$ cat config.mk
export PLATFORM = sky130hd
export DESIGN_NAME = bank64k_arbiter
export DESIGN_NICKNAME = d
export VERILOG_FILES = /design/src/rtl/bank_arb_pkg.sv /design/src/rtl/bank64k_arbiter_rr_arb3.sv /design/src/rtl/bank64k_arbiter.sv
export SDC_FILE = /design/constraint.sdc
export NUM_CORES = 1
export LEC_CHECK = 0
export ABC_AREA = 1
export ABC_CLOCK_PERIOD_IN_PS = 2950
export BUFFER_PORTS_ARGS = -buffer_cell sky130_fd_sc_hd__buf_2
export CORE_MARGIN = 3
export CORE_UTILIZATION = 40
export CTS_CLUSTER_DIAMETER = 60
export DETAILED_ROUTE_END_ITERATION = 8
export PLACE_DENSITY_LB_ADDON = 0.08
export SLEW_MARGIN = 40
export SYNTH_ARGS = -nofsm -noshare
export SYNTH_HDL_FRONTEND = slang
export SYNTH_SLANG_ARGS = --single-unit
$ cat constraint.sdc
create_clock -name clk -period 2.95 [get_ports clk]
set_clock_uncertainty 0.15 [all_clocks]
set_input_delay 0.295 -clock clk [delete_from_list [all_inputs] [get_ports clk]]
set_output_delay 0.295 -clock clk [all_outputs]
set_load 0.01 [all_outputs]
$ cat src/rtl/bank_arb_pkg.sv
// Shared constants for the three-requester bank arbiter: requester ids and
// the bank write-data mux codes.
package bank_arb_pkg;

  localparam int unsigned N_REQ = 3;
  localparam int unsigned ID_W  = 2;

  localparam logic [ID_W-1:0] REQ_I = 2'd0;
  localparam logic [ID_W-1:0] REQ_D = 2'd1;
  localparam logic [ID_W-1:0] REQ_C = 2'd2;

  localparam logic [1:0] MUX_I    = 2'b00;
  localparam logic [1:0] MUX_D    = 2'b01;
  localparam logic [1:0] MUX_C    = 2'b10;
  localparam logic [1:0] MUX_NONE = 2'b11;

  // One-hot grant vector {c,d,i} to requester id; zero maps to REQ_I.
  function automatic logic [ID_W-1:0] onehot_to_id(input logic [N_REQ-1:0] oh);
    logic [ID_W-1:0] id;
    case (oh)
      3'b010:  id = REQ_D;
      3'b100:  id = REQ_C;
      default: id = REQ_I;
    endcase
    return id;
  endfunction

endpackage

$ cat src/rtl/bank64k_arbiter_rr_arb3.sv
// Three-way round-robin arbiter. win is the unmasked round-robin choice;
// gnt is win unless block is high. last advances only on an issued grant.
module rr_arb3
  import bank_arb_pkg::*;
(
  input  logic             clk,
  input  logic             rst_n,
  input  logic [N_REQ-1:0] req,
  input  logic             block,
  output logic [N_REQ-1:0] win,
  output logic [N_REQ-1:0] gnt
);

  logic [ID_W-1:0]  r_last;
  logic [N_REQ-1:0] w_win;

  // Priority starts at the requester after the last one granted.
  always_comb begin
    w_win = '0;
    case (r_last)
      REQ_I: begin
        if      (req[1]) w_win = 3'b010;
        else if (req[2]) w_win = 3'b100;
        else if (req[0]) w_win = 3'b001;
      end
      REQ_D: begin
        if      (req[2]) w_win = 3'b100;
        else if (req[0]) w_win = 3'b001;
        else if (req[1]) w_win = 3'b010;
      end
      default: begin
        if      (req[0]) w_win = 3'b001;
        else if (req[1]) w_win = 3'b010;
        else if (req[2]) w_win = 3'b100;
      end
    endcase
  end

  assign win = w_win;
  assign gnt = block ? '0 : w_win;

  always_ff @(posedge clk or negedge rst_n) begin
    if (!rst_n) begin
      r_last <= REQ_C;
    end else if (|gnt) begin
      r_last <= onehot_to_id(gnt);
    end
  end

endmodule

$ cat src/rtl/bank64k_arbiter.sv
// Arbitrates one bank's write and read ports among requesters i/d/c and
// tags in-flight reads so each requester knows when the read word is its own.
module bank64k_arbiter
  import bank_arb_pkg::*;
#(
  parameter int unsigned A     = 10,
  parameter int unsigned RDLAT = 1
) (
  input  logic         clk,
  input  logic         rst_n,

  input  logic         wr_req_i,
  input  logic         wr_req_d,
  input  logic         wr_req_c,
  input  logic [A-1:0] wr_addr_i,
  input  logic [A-1:0] wr_addr_d,
  input  logic [A-1:0] wr_addr_c,
  output logic         wr_gnt_i,
  output logic         wr_gnt_d,
  output logic         wr_gnt_c,

  input  logic         rd_req_i,
  input  logic         rd_req_d,
  input  logic         rd_req_c,
  input  logic [A-1:0] rd_addr_i,
  input  logic [A-1:0] rd_addr_d,
  input  logic [A-1:0] rd_addr_c,
  output logic         rd_gnt_i,
  output logic         rd_gnt_d,
  output logic         rd_gnt_c,
  output logic         rd_vld_i,
  output logic         rd_vld_d,
  output logic         rd_vld_c,

  output logic         bank_wr_en,
  output logic [A-1:0] bank_wr_addr,
  output logic [1:0]   bank_wr_muxcode,
  output logic         bank_rd_en,
  output logic [A-1:0] bank_rd_addr
);

  logic [N_REQ-1:0] w_wr_req;
  logic [N_REQ-1:0] w_rd_req;
  logic [N_REQ-1:0] w_wr_win;
  logic [N_REQ-1:0] w_wr_gnt;
  logic [N_REQ-1:0] w_rd_win;
  logic [N_REQ-1:0] w_rd_gnt;
  logic [A-1:0]     w_wr_win_addr;
  logic [1:0]       w_wr_win_mux;
  logic [A-1:0]     w_rd_win_addr;
  logic             w_collide;

  logic [RDLAT-1:0] r_tag_vld;
  logic [ID_W-1:0]  r_tag_id [RDLAT];

  assign w_wr_req = {wr_req_c, wr_req_d, wr_req_i};
  assign w_rd_req = {rd_req_c, rd_req_d, rd_req_i};

  rr_arb3 u_wr_arb (
    .clk   (clk),
    .rst_n (rst_n),
    .req   (w_wr_req),
    .block (1'b0),
    .win   (w_wr_win),
    .gnt   (w_wr_gnt)
  );

  rr_arb3 u_rd_arb (
    .clk   (clk),
    .rst_n (rst_n),
    .req   (w_rd_req),
    .block (w_collide),
    .win   (w_rd_win),
    .gnt   (w_rd_gnt)
  );

  // Address and muxcode of each port's round-robin winner.
  always_comb begin
    w_wr_win_addr = '0;
    w_wr_win_mux  = MUX_NONE;
    case (w_wr_win)
      3'b001: begin w_wr_win_addr = wr_addr_i; w_wr_win_mux = MUX_I; end
      3'b010: begin w_wr_win_addr = wr_addr_d; w_wr_win_mux = MUX_D; end
      3'b100: begin w_wr_win_addr = wr_addr_c; w_wr_win_mux = MUX_C; end
      default: ;
    endcase
  end

  always_comb begin
    w_rd_win_addr = '0;
    case (w_rd_win)
      3'b001:  w_rd_win_addr = rd_addr_i;
      3'b010:  w_rd_win_addr = rd_addr_d;
      3'b100:  w_rd_win_addr = rd_addr_c;
      default: ;
    endcase
  end

  // A read to the address being written this cycle waits; the write goes first.
  assign w_collide = (|w_wr_gnt) && (|w_rd_win) && (w_rd_win_addr == w_wr_win_addr);

  assign {wr_gnt_c, wr_gnt_d, wr_gnt_i} = w_wr_gnt;
  assign {rd_gnt_c, rd_gnt_d, rd_gnt_i} = w_rd_gnt;

  assign bank_wr_en      = |w_wr_gnt;
  assign bank_wr_addr    = bank_wr_en ? w_wr_win_addr : '0;
  assign bank_wr_muxcode = bank_wr_en ? w_wr_win_mux  : MUX_NONE;
  assign bank_rd_en      = |w_rd_gnt;
  assign bank_rd_addr    = bank_rd_en ? w_rd_win_addr : '0;

  // Tag pipeline: one stage per cycle of bank read latency.
  always_ff @(posedge clk or negedge rst_n) begin
    if (!rst_n) begin
      r_tag_vld <= '0;
      for (int s = 0; s < int'(RDLAT); s++) begin
        r_tag_id[s] <= REQ_I;
      end
    end else begin
      r_tag_vld[0] <= |w_rd_gnt;
      r_tag_id[0]  <= onehot_to_id(w_rd_gnt);
      for (int s = 1; s < int'(RDLAT); s++) begin
        r_tag_vld[s] <= r_tag_vld[s-1];
        r_tag_id[s]  <= r_tag_id[s-1];
      end
    end
  end

  assign rd_vld_i = r_tag_vld[RDLAT-1] && (r_tag_id[RDLAT-1] == REQ_I);
  assign rd_vld_d = r_tag_vld[RDLAT-1] && (r_tag_id[RDLAT-1] == REQ_D);
  assign rd_vld_c = r_tag_vld[RDLAT-1] && (r_tag_id[RDLAT-1] == REQ_C);

endmodule

# Word level (Yosys, flattened, before mapping)
# Index checks and enable logic that the tools add are counted.
# W data, S select, Z words.
# classes
addsub	0
multipliers	0
div	0
order_cmp	0
eq_ne	13
shift	0
n_mux	29
n_bitwise	0
reduce_logical	11
# op_table
operator	n
$pmux W10 S3	2
$mux W3	15
$mux W10	2
$pmux W3 S2	2
$eq A10 B10 Y1	1
$eq A3 B2 Y1 const B	3
$eq A3 B3 Y1 const B	3
$reduce_or A3 Y1	3
$pmux W2 S2	2
$eq A2 B1 Y1 const B	3
$eq A3 B1 Y1 const B	2
$logic_not A2 Y1	3
$mux W2	3
$pmux W2 S3	1
$logic_and A1 B1 Y1	5
$eq A2 B2 Y1 const B	1
$mux W1	2
# word_totals
ff_bits	7
latch_bits	0
ramBits	0
mem_bits_ro	0
inputBits	68
out_inout_bits	33
wordCells	57
memories	0

# Longest topological paths before layout
# logic_depth
word_depth	11
ltp_mapped	17
depth_no_buf	16

# Cells and area by module
# From an unflattened synthesis, not the netlist that was laid out.
# unflattened
hier_cells	315
hier_area_um2	1594.0
# by_module_without_submodules
module	instances	cells_per_inst	area_each_um2	seq_area_each_um2
bank64k_arbiter	1	253	1238.7	75.1
rr_arb3	2	31	177.7	51.3

# Least setup slack after synthesis
# OpenSTA, ideal clock, no wires.
# synth_path
path_type	register -> output
from	reg u_wr_arb.r_last[1]
to	out bank_rd_en
t_arrival_ps	1848
required_ps	2505
slack_ps	657
path_stages_with_launch	16
n_path_buf	2
path_cell_list	dfstp_2 inv_2 nand2_2 nand2_1 nor2_2 buf_6 nand2_1 nand3_1 nand2_1 nand2_1 nand2_1 nor2_2 nand3_2 nand2_4 buf_12 inv_2
# synth_via
elab_chain_cells	8
elab_cells_between_ends	13
classes_between	eq/ne (5); mux (3); reduce/logical (5)
# synth_lines
element	line_no	rtl
start: declaration	bank64k_arbiter_rr_arb3.sv:14	logic [ID_W-1:0] r_last;
start signal: assignment	bank64k_arbiter_rr_arb3.sv:46	r_last <= onehot_to_id(gnt);
$eq A2 B1 Y1 / $logic_not A2 Y1 (equally long branches)	bank64k_arbiter_rr_arb3.sv:20	case (r_last)
$pmux W3 S2 *	bank64k_arbiter_rr_arb3.sv:20	
named net wr_gnt_i	bank64k_arbiter.sv:18	output logic wr_gnt_i,
$eq A3 B3 Y1, or another cell as far along	bank64k_arbiter.sv:81	case (w_wr_win)
$pmux W10 S3	bank64k_arbiter.sv:81	
$eq A10 B10 Y1	bank64k_arbiter.sv:100	assign w_collide = (|w_wr_gnt) && (|w_rd_win) && (w_rd_win_addr == w_wr_win_addr);
$logic_and A1 B1 Y1 *	bank64k_arbiter.sv:100	
$mux W3 *	bank64k_arbiter_rr_arb3.sv:40	assign gnt = block ? '0 : w_win;
$reduce_or A3 Y1 *	bank64k_arbiter.sv:108	assign bank_rd_en = |w_rd_gnt;
end: declaration	bank64k_arbiter.sv:38	output logic bank_rd_en,
# Mark *: on every way through the listed nets, which the timed path passes. The rest lies on a longest branch.

# Worst setup path in the final report
# layout_path
from	reg u_wr_arb.r_last[1]
to	out bank_rd_addr[7]
# layout_via
elab_chain_cells	9
elab_cells_between_ends	14
classes_between	eq/ne (5); mux (4); reduce/logical (5)
# layout_lines
element	line_no	rtl
$eq A2 B1 Y1 / $logic_not A2 Y1 (equally long branches)	bank64k_arbiter_rr_arb3.sv:20	
$pmux W3 S2 *	bank64k_arbiter_rr_arb3.sv:20	
$eq A3 B3 Y1, or another cell as far along	bank64k_arbiter.sv:81	
$pmux W10 S3	bank64k_arbiter.sv:81	
$eq A10 B10 Y1	bank64k_arbiter.sv:100	
$logic_and A1 B1 Y1 *	bank64k_arbiter.sv:100	
$mux W3 *	bank64k_arbiter_rr_arb3.sv:40	
$reduce_or A3 Y1 *	bank64k_arbiter.sv:108	
$mux W10 *	bank64k_arbiter.sv:109	assign bank_rd_addr = bank_rd_en ? w_rd_win_addr : '0;
end: declaration	bank64k_arbiter.sv:39	output logic [A-1:0] bank_rd_addr
# Every way passes the cells marked *; elsewhere a longest branch is shown, timed or not.

==> flow_metrics.tcl <==
set metrics [dict create \
    status "finished, final reports clean" \
    crit_path_end_kind "output pin" \
    cts_tree "yes" \
    p_comb_frac 0.834 \
    drv_cap 0 \
    portBuffers 100 \
    fin_crit_sh 0.9470 \
    drt_iter0_drc 67 \
    min_period_ns 2.794 \
    hold_class "input pin to asynchronous set/reset pin" \
    relSlewSlack 0.8249 \
    synth_nets 317 \
    route.vias.total 1863 \
    grt_max_degree 17 \
    setup_viol 0 \
    coreArea_sq_mm 0.003178 \
    tns_ns 0 \
    final_hold_viol_count 0 \
    power_switching_mw 0.8888 \
    fillCellCount 347 \
    vdd_drop_max_v 0.0003271 \
    ios 101 \
    cp_max_fo 7 \
    htree_levels 1 \
    post-place-ws_ns 0.2499 \
    required_ns 2.51 \
    ff2ff_setup_slack_ns 0.73 \
    worst_slack_ns 0.1565 \
    tightest_slew_ns 0.2607 \
    cts.sinks 7 \
    yosysWarnings 0 \
    globalplace.congestion 0.7643 \
    wl_per_cell_um 11.20 \
    drv_slew 0 \
    dp_hpwl_um 3642 \
    cts_buffers 3 \
    n_antenna_cell 0 \
    insertion_delay_ns 0.24 \
    finalNetCount 422 \
    drt-total-wl_um 4446 \
    die_area_sq_mm 0.004198 \
    drc 0 \
    cts_buffer_depth 2 \
    clk_pin_slew_ns 0.05 \
    avgViaCountPerCell 4.693 \
    antenna_found_initial 0 \
    crit_path_start_kind "flop" \
    start_util 0.4350 \
    power.leakage_nw 1.296 \
    die_w_um 64.79 \
    ant_nets 0 \
    ys_ff_latch 7 \
    ys_seq_area_frac 0.1285 \
    switching_share 0.5646 \
    seqPwrFrac 0.113 \
    grt_pass1_vias 1651 \
    internal-power_mw 0.6854 \
    synth_cell_type_count 25 \
    grt_pass1_wl_um 6727 \
    grt_overflow 0 \
    fin_cells 397 \
    track_usage 0.1946 \
    synthCells 249 \
    cellPowerDensity_mw_per_mm2 770.9 \
    worstSetupPathType "flop to output pin" \
    dr.pass1.iters 4 \
    clockRootBuffer "clkbuf_4" \
    timing.fmax_mhz 358.0 \
    drive_gt1_frac 0.4788 \
    die_h_um 64.79 \
    finish.utilization 0.6425 \
    power_frac_clock 0.053 \
    arrival_ns 2.35 \
    placed_cells 386 \
    areaGrowthSynthToFinish_pct 47.69 \
    row_count 20 \
    avgSynthCellArea_sq_um 5.553 \
    syn_area_sq_mm 0.001383 \
]
[cells by family (layout without fill, tap and decap cells)]
kind of cell / count (synthesis) / count (layout) / synth area share
flip-flops: 7 / 7 / 0.1285
AO/OA/AOI/OAI: 7 / 7 / 0.03802
AND/OR/NAND/NOR: 184 / 186 / 0.6489
buffers and inverters: 51 / 153 / 0.1846
[area by class of cell]
| cell class | instances | area, sq um | share of cell area |
|---|---|---|---|
| well taps | 44 | 55.05 | 0.02696 |
| clock buffers | 4 | 26.28 | 0.01287 |
| inverters | 42 | 157.7 | 0.07721 |
| multi-input cells | 193 | 1062 | 0.5202 |
| repair buffers | 107 | 563.0 | 0.2757 |
| flip-flops and latches | 7 | 177.7 | 0.08701 |
[path summary, 6_finish.rpt]
| kind | start | end | cells past startpoint |
|---|---|---|---|
| min in group clk | u_rd_arb.r_last[1] | u_rd_arb.r_last[1] | 2 |
| max reg2reg | u_wr_arb.r_last[1] | u_rd_arb.r_last[1] | 14 |
| max in group asynchronous | rst_n | u_wr_arb.r_last[1] | 2 |
| min | rst_n | r_tag_id[1] | 2 |
| max | u_wr_arb.r_last[1] | bank_rd_addr[7] | 14 |
| min reg2reg | u_rd_arb.r_last[1] | u_rd_arb.r_last[1] | 2 |
[power by group through the flow]
stage	registers (mW)	clock network (mW)	logic [mW]
final	0.177	0.0840	1.31
after global routing	0.185	0.0962	1.46
after CTS	0.178	0.0879	1.20
after detailed placement	0.178	0	1.19
after global placement	0.177	0	1.18
after floorplan	0.172	0	0.908
[repair_timing]
item	CTS	global route
endpoints found under the setup margin	11	13
setup buffers	0	4
gates cloned	0	2
resized for setup	1	20
hold buffers	1	0
pin swaps	0	5
hold endpoints to repair	7	0
[state kept, by name, summed over array words and instances, names as in the netlist]
name             cells
u_rd_arb.r_last      2
r_tag_id             2
u_wr_arb.r_last      2
r_tag_vld            1
[cell usage in the layout (no fill, tap or decap), drive strengths merged, types with 2 or more instances in the layout]
cell type  Yosys  final
buf            9    106
nor2          37     38
nand3         54     54
o21ai          2      2
clkbuf         0      4
a21oi          2      2
nand2         89     90
dfrtp          5      5
inv           42     42
dfstp          2      2
[critical path, cell delays in order, from the launching register on]
cell	delay, ns
dfstp_2	0.54
nor2_1	0.05
nand2_2	0.11
inv_2	0.08
nor2_4	0.20
nand2_1	0.08
nand3_1	0.13
nand2_1	0.08
nand2_1	0.07
nand2_1	0.06
nor2_2	0.18
nand3_4	0.18
nand2_8	0.16
nor2_2	0.05
buf_2	0.14
[routing by layer]
layer,track usage,up-vias,share of wire
li1,-,983,-
met1,0.2308,814,0.43
met2,0.3665,64,0.50
met3,0.02773,2,0.068
met4,0.03958,0,0.0040
met5,0,-,0
[cell usage after synthesis]
| master | n | area share |
|---|---|---|
| buf_12 | 1 | 0.014 |
| inv_1 | 31 | 0.084 |
| nor2_1 | 21 | 0.057 |
| inv_2 | 11 | 0.030 |
| o21ai_0 | 2 | 0.0072 |
| nand2_1 | 77 | 0.21 |
| nor3_1 | 1 | 0.0036 |
| dfstp_2 | 2 | 0.038 |
| nor2_2 | 16 | 0.072 |
| a21oi_4 | 1 | 0.012 |
| nand3_4 | 1 | 0.013 |
| buf_2 | 2 | 0.0072 |
| o21a_1 | 1 | 0.0054 |
| a31oi_1 | 1 | 0.0045 |
| dfrtp_1 | 5 | 0.090 |
| nand3_1 | 46 | 0.17 |
| nor3b_1 | 1 | 0.0054 |
| nand3b_1 | 1 | 0.0054 |
| nand2b_1 | 1 | 0.0045 |
| a21boi_0 | 1 | 0.0054 |
| a21oi_1 | 1 | 0.0036 |
| nand3_2 | 7 | 0.051 |
| nand2_4 | 2 | 0.016 |
| buf_6 | 6 | 0.049 |
| nand2_2 | 10 | 0.045 |
[stage by stage]
| stage | power [mW] | hold slack (ns) | instance area, sq um |
|---|---|---|---|
| 6_report | 1.574 | 0.2541 | 2042 |
| 2_1_floorplan | 1.080 | -0.1506 | 1383 |
| 3_5_place_dp | 1.365 | -0.01615 | 1856 |
| 5_1_grt | 1.744 | 0.2519 | 2042 |
| 3_3_place_gp | 1.357 | -0.01721 | 1856 |
| 4_1_cts | 1.461 | 0.2531 | 1897 |
Power figures use the tool's default switching activity.
